File: config.mk
export PLATFORM = sky130hd
export DESIGN_NAME = svm_modality_scheduler_flat
export DESIGN_NICKNAME = d
export VERILOG_FILES = /design/src/rtl/svm_modality_scheduler_if.sv /design/src/rtl/svm_modality_scheduler.sv /design/src/flat_wrapper.sv
export SDC_FILE = /design/constraint.sdc
export NUM_CORES = 2
export LEC_CHECK = 0
export CORE_AREA = 2 2 314 316
export DETAILED_ROUTE_END_ITERATION = 8
export DIE_AREA = 0 0 316 318
export PLACE_DENSITY = 0.5
export SLEW_MARGIN = 5
export SYNTH_ARGS = -nofsm -noshare
export SYNTH_HDL_FRONTEND = slang
export SYNTH_SLANG_ARGS = --single-unit
File: constraint.sdc
create_clock -name clk -period 58.7 [get_ports clk]
set_input_delay 11.74 -clock clk [delete_from_list [all_inputs] [get_ports clk]]
set_output_delay 11.74 -clock clk [all_outputs]
set_load 0.01 [all_outputs]
File: src/rtl/svm_modality_scheduler_if.sv
// rtl/svm_modality_scheduler_if.sv - sample, feature, result and upstream-result bundle for the modality scheduler
interface svm_modality_scheduler_if #(
  parameter int NBITS     = 16,
  parameter int F_WIDTH   = 16,
  parameter int ID_WIDTH  = 8,
  parameter int LAT_WIDTH = 16
) ();
  logic                     s_valid;
  logic                     s_ready;
  logic [NBITS*F_WIDTH-1:0] s_v_features;
  logic [NBITS*F_WIDTH-1:0] s_a_features;

  logic                     fin_valid;
  logic                     fin_ready;
  logic [NBITS*F_WIDTH-1:0] in_features;

  logic                     valence;
  logic                     arousal;
  logic                     dout_valid;
  logic                     dout_ready;

  logic                     r_valid;
  logic                     r_ready;
  logic                     r_valence;
  logic                     r_arousal;
  logic [ID_WIDTH-1:0]      r_id;
  logic [LAT_WIDTH-1:0]     r_latency;
  logic                     r_timeout;

  // Scheduler side
  modport slave (
    input  s_valid, s_v_features, s_a_features,
    input  fin_ready,
    input  valence, arousal, dout_valid,
    input  r_ready,
    output s_ready, fin_valid, in_features, dout_ready,
    output r_valid, r_valence, r_arousal, r_id, r_latency, r_timeout
  );

  // Environment side: feature front end, SVM core and result consumer
  modport master (
    output s_valid, s_v_features, s_a_features,
    output fin_ready,
    output valence, arousal, dout_valid,
    output r_ready,
    input  s_ready, fin_valid, in_features, dout_ready,
    input  r_valid, r_valence, r_arousal, r_id, r_latency, r_timeout
  );
endinterface

File: src/rtl/svm_modality_scheduler.sv
// rtl/svm_modality_scheduler.sv - serialises valence/arousal vectors into the SVM core and returns tagged labels
module svm_modality_scheduler #(
  parameter int NBITS     = 16,
  parameter int F_WIDTH   = 16,
  parameter int ID_WIDTH  = 8,
  parameter int LAT_WIDTH = 16,
  parameter int TIMEOUT   = 4096
) (
  input  logic                    clk,
  input  logic                    rst,
  svm_modality_scheduler_if.slave bus
);
  localparam int VW = NBITS * F_WIDTH;
  localparam logic [LAT_WIDTH-1:0] LAT_MAX = '1;
  localparam logic [LAT_WIDTH-1:0] TO_LAST = LAT_WIDTH'(TIMEOUT - 1);

  typedef enum logic [2:0] {
    IDLE,
    SEND_V,
    SEND_A,
    WAIT_OUT,
    EMIT
  } state_e;

  state_e               state_q, state_d;
  logic                 s_ready_q, s_ready_d;
  logic                 fin_valid_q, fin_valid_d;
  logic                 dout_ready_q, dout_ready_d;
  logic                 r_valid_q, r_valid_d;
  logic [VW-1:0]        in_feat_q, in_feat_d;
  logic [VW-1:0]        a_vec_q, a_vec_d;
  logic                 r_valence_q, r_valence_d;
  logic                 r_arousal_q, r_arousal_d;
  logic [ID_WIDTH-1:0]  r_id_q, r_id_d;
  logic [LAT_WIDTH-1:0] r_lat_q, r_lat_d;
  logic                 r_timeout_q, r_timeout_d;
  logic [ID_WIDTH-1:0]  id_q, id_d;
  logic [LAT_WIDTH-1:0] lat_q, lat_d;

  logic                 s_hs, fin_hs, dout_hs, r_hs;
  logic [LAT_WIDTH-1:0] lat_inc;

  always_ff @(posedge clk or posedge rst) begin
    if (rst) begin
      state_q      <= IDLE;
      s_ready_q    <= 1'b1;
      fin_valid_q  <= 1'b0;
      dout_ready_q <= 1'b0;
      r_valid_q    <= 1'b0;
      in_feat_q    <= '0;
      a_vec_q      <= '0;
      r_valence_q  <= 1'b0;
      r_arousal_q  <= 1'b0;
      r_id_q       <= '0;
      r_lat_q      <= '0;
      r_timeout_q  <= 1'b0;
      id_q         <= '0;
      lat_q        <= '0;
    end else begin
      state_q      <= state_d;
      s_ready_q    <= s_ready_d;
      fin_valid_q  <= fin_valid_d;
      dout_ready_q <= dout_ready_d;
      r_valid_q    <= r_valid_d;
      in_feat_q    <= in_feat_d;
      a_vec_q      <= a_vec_d;
      r_valence_q  <= r_valence_d;
      r_arousal_q  <= r_arousal_d;
      r_id_q       <= r_id_d;
      r_lat_q      <= r_lat_d;
      r_timeout_q  <= r_timeout_d;
      id_q         <= id_d;
      lat_q        <= lat_d;
    end
  end

  assign s_hs    = bus.s_valid & s_ready_q;
  assign fin_hs  = fin_valid_q & bus.fin_ready;
  assign dout_hs = dout_ready_q & bus.dout_valid;
  assign r_hs    = r_valid_q & bus.r_ready;
  assign lat_inc = (lat_q == LAT_MAX) ? lat_q : lat_q + 1'b1;

  always_comb begin
    state_d      = state_q;
    s_ready_d    = s_ready_q;
    fin_valid_d  = fin_valid_q;
    dout_ready_d = dout_ready_q;
    r_valid_d    = r_valid_q;
    in_feat_d    = in_feat_q;
    a_vec_d      = a_vec_q;
    r_valence_d  = r_valence_q;
    r_arousal_d  = r_arousal_q;
    r_id_d       = r_id_q;
    r_lat_d      = r_lat_q;
    r_timeout_d  = r_timeout_q;
    id_d         = id_q;
    lat_d        = lat_q;

    case (state_q)
      IDLE: begin
        if (s_hs) begin
          in_feat_d   = bus.s_v_features;
          a_vec_d     = bus.s_a_features;
          fin_valid_d = 1'b1;
          s_ready_d   = 1'b0;
          state_d     = SEND_V;
        end
      end
      SEND_V: begin
        if (fin_hs) begin
          lat_d     = '0;
          in_feat_d = a_vec_q;
          state_d   = SEND_A;
        end
      end
      SEND_A: begin
        lat_d = lat_inc;
        if (fin_hs) begin
          fin_valid_d  = 1'b0;
          dout_ready_d = 1'b1;
          state_d      = WAIT_OUT;
        end
      end
      WAIT_OUT: begin
        lat_d = lat_inc;
        // A real answer on the timeout cycle takes priority over the abort
        if (dout_hs) begin
          r_valence_d  = bus.valence;
          r_arousal_d  = bus.arousal;
          r_lat_d      = lat_q;
          r_id_d       = id_q;
          r_timeout_d  = 1'b0;
          r_valid_d    = 1'b1;
          dout_ready_d = 1'b0;
          state_d      = EMIT;
        end else if (lat_q >= TO_LAST) begin
          r_valence_d  = 1'b0;
          r_arousal_d  = 1'b0;
          r_lat_d      = TO_LAST;
          r_id_d       = id_q;
          r_timeout_d  = 1'b1;
          r_valid_d    = 1'b1;
          dout_ready_d = 1'b0;
          state_d      = EMIT;
        end
      end
      EMIT: begin
        if (r_hs) begin
          r_valid_d = 1'b0;
          id_d      = id_q + 1'b1;
          s_ready_d = 1'b1;
          state_d   = IDLE;
        end
      end
      default: begin
        state_d      = IDLE;
        s_ready_d    = 1'b1;
        fin_valid_d  = 1'b0;
        dout_ready_d = 1'b0;
        r_valid_d    = 1'b0;
      end
    endcase
  end

  assign bus.s_ready     = s_ready_q;
  assign bus.fin_valid   = fin_valid_q;
  assign bus.in_features = in_feat_q;
  assign bus.dout_ready  = dout_ready_q;
  assign bus.r_valid     = r_valid_q;
  assign bus.r_valence   = r_valence_q;
  assign bus.r_arousal   = r_arousal_q;
  assign bus.r_id        = r_id_q;
  assign bus.r_latency   = r_lat_q;
  assign bus.r_timeout   = r_timeout_q;
endmodule

File: src/flat_wrapper.sv
// flat-port wrapper written by rule: the top's interface ports become plain ports
module svm_modality_scheduler_flat 
#(
  parameter int NBITS     = 16,
  parameter int F_WIDTH   = 16,
  parameter int ID_WIDTH  = 8,
  parameter int LAT_WIDTH = 16,
  parameter int TIMEOUT   = 4096
)
  (clk, rst, bus_s_valid, bus_s_v_features, bus_s_a_features, bus_fin_ready, bus_valence, bus_arousal, bus_dout_valid, bus_r_ready, bus_s_ready, bus_fin_valid, bus_in_features, bus_dout_ready, bus_r_valid, bus_r_valence, bus_r_arousal, bus_r_id, bus_r_latency, bus_r_timeout);
  svm_modality_scheduler_if #(.NBITS(NBITS), .F_WIDTH(F_WIDTH), .ID_WIDTH(ID_WIDTH), .LAT_WIDTH(LAT_WIDTH)) bus_i ();
  input  logic clk;
  input  logic rst;
  input wire logic [$bits(bus_i.s_valid)-1:0] bus_s_valid;
  input wire logic [$bits(bus_i.s_v_features)-1:0] bus_s_v_features;
  input wire logic [$bits(bus_i.s_a_features)-1:0] bus_s_a_features;
  input wire logic [$bits(bus_i.fin_ready)-1:0] bus_fin_ready;
  input wire logic [$bits(bus_i.valence)-1:0] bus_valence;
  input wire logic [$bits(bus_i.arousal)-1:0] bus_arousal;
  input wire logic [$bits(bus_i.dout_valid)-1:0] bus_dout_valid;
  input wire logic [$bits(bus_i.r_ready)-1:0] bus_r_ready;
  output wire logic [$bits(bus_i.s_ready)-1:0] bus_s_ready;
  output wire logic [$bits(bus_i.fin_valid)-1:0] bus_fin_valid;
  output wire logic [$bits(bus_i.in_features)-1:0] bus_in_features;
  output wire logic [$bits(bus_i.dout_ready)-1:0] bus_dout_ready;
  output wire logic [$bits(bus_i.r_valid)-1:0] bus_r_valid;
  output wire logic [$bits(bus_i.r_valence)-1:0] bus_r_valence;
  output wire logic [$bits(bus_i.r_arousal)-1:0] bus_r_arousal;
  output wire logic [$bits(bus_i.r_id)-1:0] bus_r_id;
  output wire logic [$bits(bus_i.r_latency)-1:0] bus_r_latency;
  output wire logic [$bits(bus_i.r_timeout)-1:0] bus_r_timeout;
  assign bus_i.s_valid = bus_s_valid;
  assign bus_i.s_v_features = bus_s_v_features;
  assign bus_i.s_a_features = bus_s_a_features;
  assign bus_i.fin_ready = bus_fin_ready;
  assign bus_i.valence = bus_valence;
  assign bus_i.arousal = bus_arousal;
  assign bus_i.dout_valid = bus_dout_valid;
  assign bus_i.r_ready = bus_r_ready;
  assign bus_s_ready = bus_i.s_ready;
  assign bus_fin_valid = bus_i.fin_valid;
  assign bus_in_features = bus_i.in_features;
  assign bus_dout_ready = bus_i.dout_ready;
  assign bus_r_valid = bus_i.r_valid;
  assign bus_r_valence = bus_i.r_valence;
  assign bus_r_arousal = bus_i.r_arousal;
  assign bus_r_id = bus_i.r_id;
  assign bus_r_latency = bus_i.r_latency;
  assign bus_r_timeout = bus_i.r_timeout;
  svm_modality_scheduler #(.NBITS(NBITS), .F_WIDTH(F_WIDTH), .ID_WIDTH(ID_WIDTH), .LAT_WIDTH(LAT_WIDTH), .TIMEOUT(TIMEOUT)) u_core (.clk(clk), .rst(rst), .bus(bus_i));
endmodule
==> results.sh <==
export IMPL_hold_viol=0
export IMPL_yosysTopAreaCell="dfrtp_1"
export IMPL_fmax_mhz=68.1
export IMPL_wl_per_cell_um=19.7
export IMPL_critPathMaxStageDelay_ns=0.78
export IMPL_first_global_vias=18578
export IMPL_worstPathMaxFanout=106
export IMPL_grt_ovfl_total=0
export IMPL_start_kind="input pin"
export IMPL_holdBufCountCts=0
export IMPL_peakVddDrop_v=0.0000249
export IMPL_dp_cells=3878
export IMPL_post_cts_setup_buffer_count=0
export IMPL_die_x_um=316
export IMPL_status="complete, no violations"
export IMPL_clock_latency_ns=0.62
export IMPL_dieArea_mm2=0.100
export IMPL_drive_gt1_frac=0.147
export IMPL_rsz0062_at_grt="no"
export IMPL_layout_nets=3184
export IMPL_numClockSinks=570
export IMPL_final_max_slew_violation_count=0
export IMPL_path_buf_inv=5
export IMPL_power_density_mw_per_mm2=49.3
export IMPL_syn_avg_cell_area_um2=12.5
export IMPL_path_class="input pin to async pin"
export IMPL_grt_max_degree=223
export IMPL_htree_levels=3
export IMPL_cts_tree="done"
export IMPL_clkTransAtPathRegs_ns=0.06
export IMPL_drv_cap=0
export IMPL_wl_um=79000
export IMPL_cpMostUsedCell="buf_4"
export IMPL_setup_viol=0
export IMPL_end_kind="async pin"
export IMPL_grt_pass1_wl_um=117000
export IMPL_portBuffers=806
export IMPL_die_h_um=318
export IMPL_netlist_instances=1893
export IMPL_coreArea_mm2=0.0974
export IMPL_clk_path_buf_depth=3
export IMPL_fin_cells=4018
export IMPL_ant_nets=0
export IMPL_slowest_stage="buf_4"
export IMPL_grt_usage=0.153
export IMPL_fin_setup_tns_ns=0
export IMPL_synth_common_cells="dfrtp_1, nand2_1, o21ai_0"
export IMPL_vias=17388
export IMPL_cts_buffers=69
export IMPL_ys_seq_area_frac=0.603
export IMPL_post_route_util=0.362
export IMPL_synthTopCellsByArea="dfrtp_1, mux2_2, mux2i_1, o21ai_0, nand2_1"
export IMPL_cp_required_ns=59.36
export IMPL_cts_resized_gates=0
export IMPL_crit_chain="clkdlybuf4s50_1 -> inv_8 -> buf_4 -> buf_4 -> buf_4"
export IMPL_start_util=0.243
export IMPL_leakage_uw=0.0148
export IMPL_syn2layout_area_growth_pct=49.2
export IMPL_vias_per_cell=4.33
export IMPL_arrival_ns=15.35
export IMPL_timing_final_crit_period_ns=14.68
export IMPL_synthArstFlopShare=1.00
export IMPL_yosysWarnings=0
export IMPL_ys_ff_latch=570
export IMPL_clock_root_buffer="clkbuf_16"
export IMPL_synth_top_area_share=0.602
export IMPL_worst_slew_pin_slew_ns=1.10
export IMPL_crit_family="buffers and inverters"
export IMPL_io_pin_count=807
export IMPL_relSlewSlack=0.266
export IMPL_finClkSkew_ns=0.0139
export IMPL_ys_types=42
export IMPL_firstDrtPassIters=6
export IMPL_gp_congestion=0.808
export IMPL_drc=0
export IMPL_synth_fp_nets=2415
export IMPL_design_power_total_uw=1740
export IMPL_synth_top_flop_cell="dfrtp_1"
export IMPL_finalCritPeriodShare=0.250
export IMPL_hpwl_um=57300
export IMPL_rows=115
export IMPL_synth_area_mm2=0.0237
export IMPL_yosysMostFrequentCell="dfrtp_1"
export IMPL_antenna_found_initial=22
export IMPL_synth_edff_count=0
export IMPL_min_path_type="register to register"
export IMPL_first_iter_violations=652
==> routing by layer <==
layer	wire length, um	global-route usage	vias up
met3	7350	0.0631	129
met4	2470	0.0578	8
met2	39400	0.264	567
met5	51	0	-
met1	29700	0.167	8495
li1	-	-	8189
==> power breakdown <==
group	total [uW]	internal, uW	leakage (uW)	switching, uW
clock network	429	256	0.00109	174
logic	632	345	0.00646	287
registers	679	572	0.00722	107
total	1740	1170	0.0148	568
==> cells in the final DEF (no fill, tap or decap), types with 3 or more instances in the layout <==
cell | netlist | routed
clkdlybuf4s50_1 | 0 | 806
dfrtp_1 | 569 | 569
nand2_1 | 277 | 277
o21ai_0 | 268 | 268
mux2_2 | 265 | 265
mux2i_1 | 259 | 259
clkbuf_16 | 0 | 70
diode_2 | 0 | 18
buf_4 | 1 | 16
clkbuf_1 | 50 | 14
clkbuf_8 | 0 | 14
a21oi_1 | 13 | 13
o22a_1 | 12 | 12
nand4_1 | 9 | 9
nand3_1 | 8 | 8
o31ai_1 | 8 | 8
clkinvlp_4 | 0 | 8
or4_1 | 7 | 7
nor3_1 | 7 | 7
nor2_1 | 6 | 6
a22o_1 | 6 | 6
or3_1 | 6 | 6
inv_6 | 0 | 6
xor2_1 | 5 | 5
clkinv_2 | 0 | 5
nand2b_1 | 4 | 4
bufinv_16 | 0 | 4
o21a_1 | 3 | 3
inv_1 | 4 | 3
and2_1 | 3 | 3
o211ai_1 | 3 | 3
buf_12 | 0 | 3
==> worst paths after layout <==
| check | cells past startpoint | startpoint | to | slack [ns] |
|---|---|---|---|---|
| max | 5 | rst | u_core.a_vec_q[201] | 44.02 |
| max in group clk | 6 | bus_s_valid | u_core.bus.in_features[255] | 44.07 |
| max reg2reg | 5 | u_core.state_q[0] | u_core.bus.in_features[255] | 54.92 |
| min | 1 | u_core.id_q[7] | u_core.id_q[7] | 0.48 |
| min in group asynchronous | 2 | rst | u_core.bus.in_features[46] | 11.65 |
| min reg2reg | 1 | u_core.id_q[7] | u_core.id_q[7] | 0.48 |
==> stage by stage <==
step                setup WS, ns  hold WS, ns  area, um2
floorplan                  31.02        0.438      23700
global route               43.45        0.497      35300
CTS                        43.88        0.482      35200
detailed placement         43.18        0.469      33000
global placement           43.25        0.462      33000
finish                     44.02        0.476      35300
==> flip-flops by register name, indices dropped and copies added (netlist names) <==
register                flops
u_core.bus.dout_ready       1
u_core.bus.r_valence        1
u_core.bus.r_valid          1
u_core.lat_q               16
u_core.bus.s_ready          1
u_core.bus.r_timeout        1
u_core.bus.in_features    256
u_core.id_q                 8
u_core.bus.r_latency       16
u_core.bus.r_id             8
u_core.bus.r_arousal        1
u_core.a_vec_q            256
u_core.bus.fin_valid        1
u_core.state_q              3
==> final cells by class <==
cell class | instances | area [um2]
clock buffers | 98 | 2000
flip-flops and latches | 570 | 14300
repair buffers | 825 | 8250
clock inverters | 24 | 274
well taps | 1287 | 1610
inverters | 4 | 22.5
diodes | 18 | 45.0
fillers | 9513 | 62100
multi-input cells | 1192 | 8830
==> logic make-up (layout without fill, tap and decap cells) <==
group,after synthesis,count (layout),synth area share
AO/OA/AOI/OAI,321,321,0.0733
XOR/XNOR,7,7,0.00259
adder cells (fa/ha/maj),2,2,0.00106
buffers and inverters,131,951,0.0250
flip-flops,570,570,0.603
multiplexers,524,524,0.236
other,0,18,0
AND/OR/NAND/NOR,338,338,0.0594
==> worst register-to-register path, cell delays in order, from the launching register on <==
cell,delay [ns]
dfrtp_1,0.65
nand3b_1,0.20
a211o_4,0.65
buf_4,0.90
buf_4,0.91
o21ai_0,0.30
No activity file was read; power rests on OpenSTA's default activity.
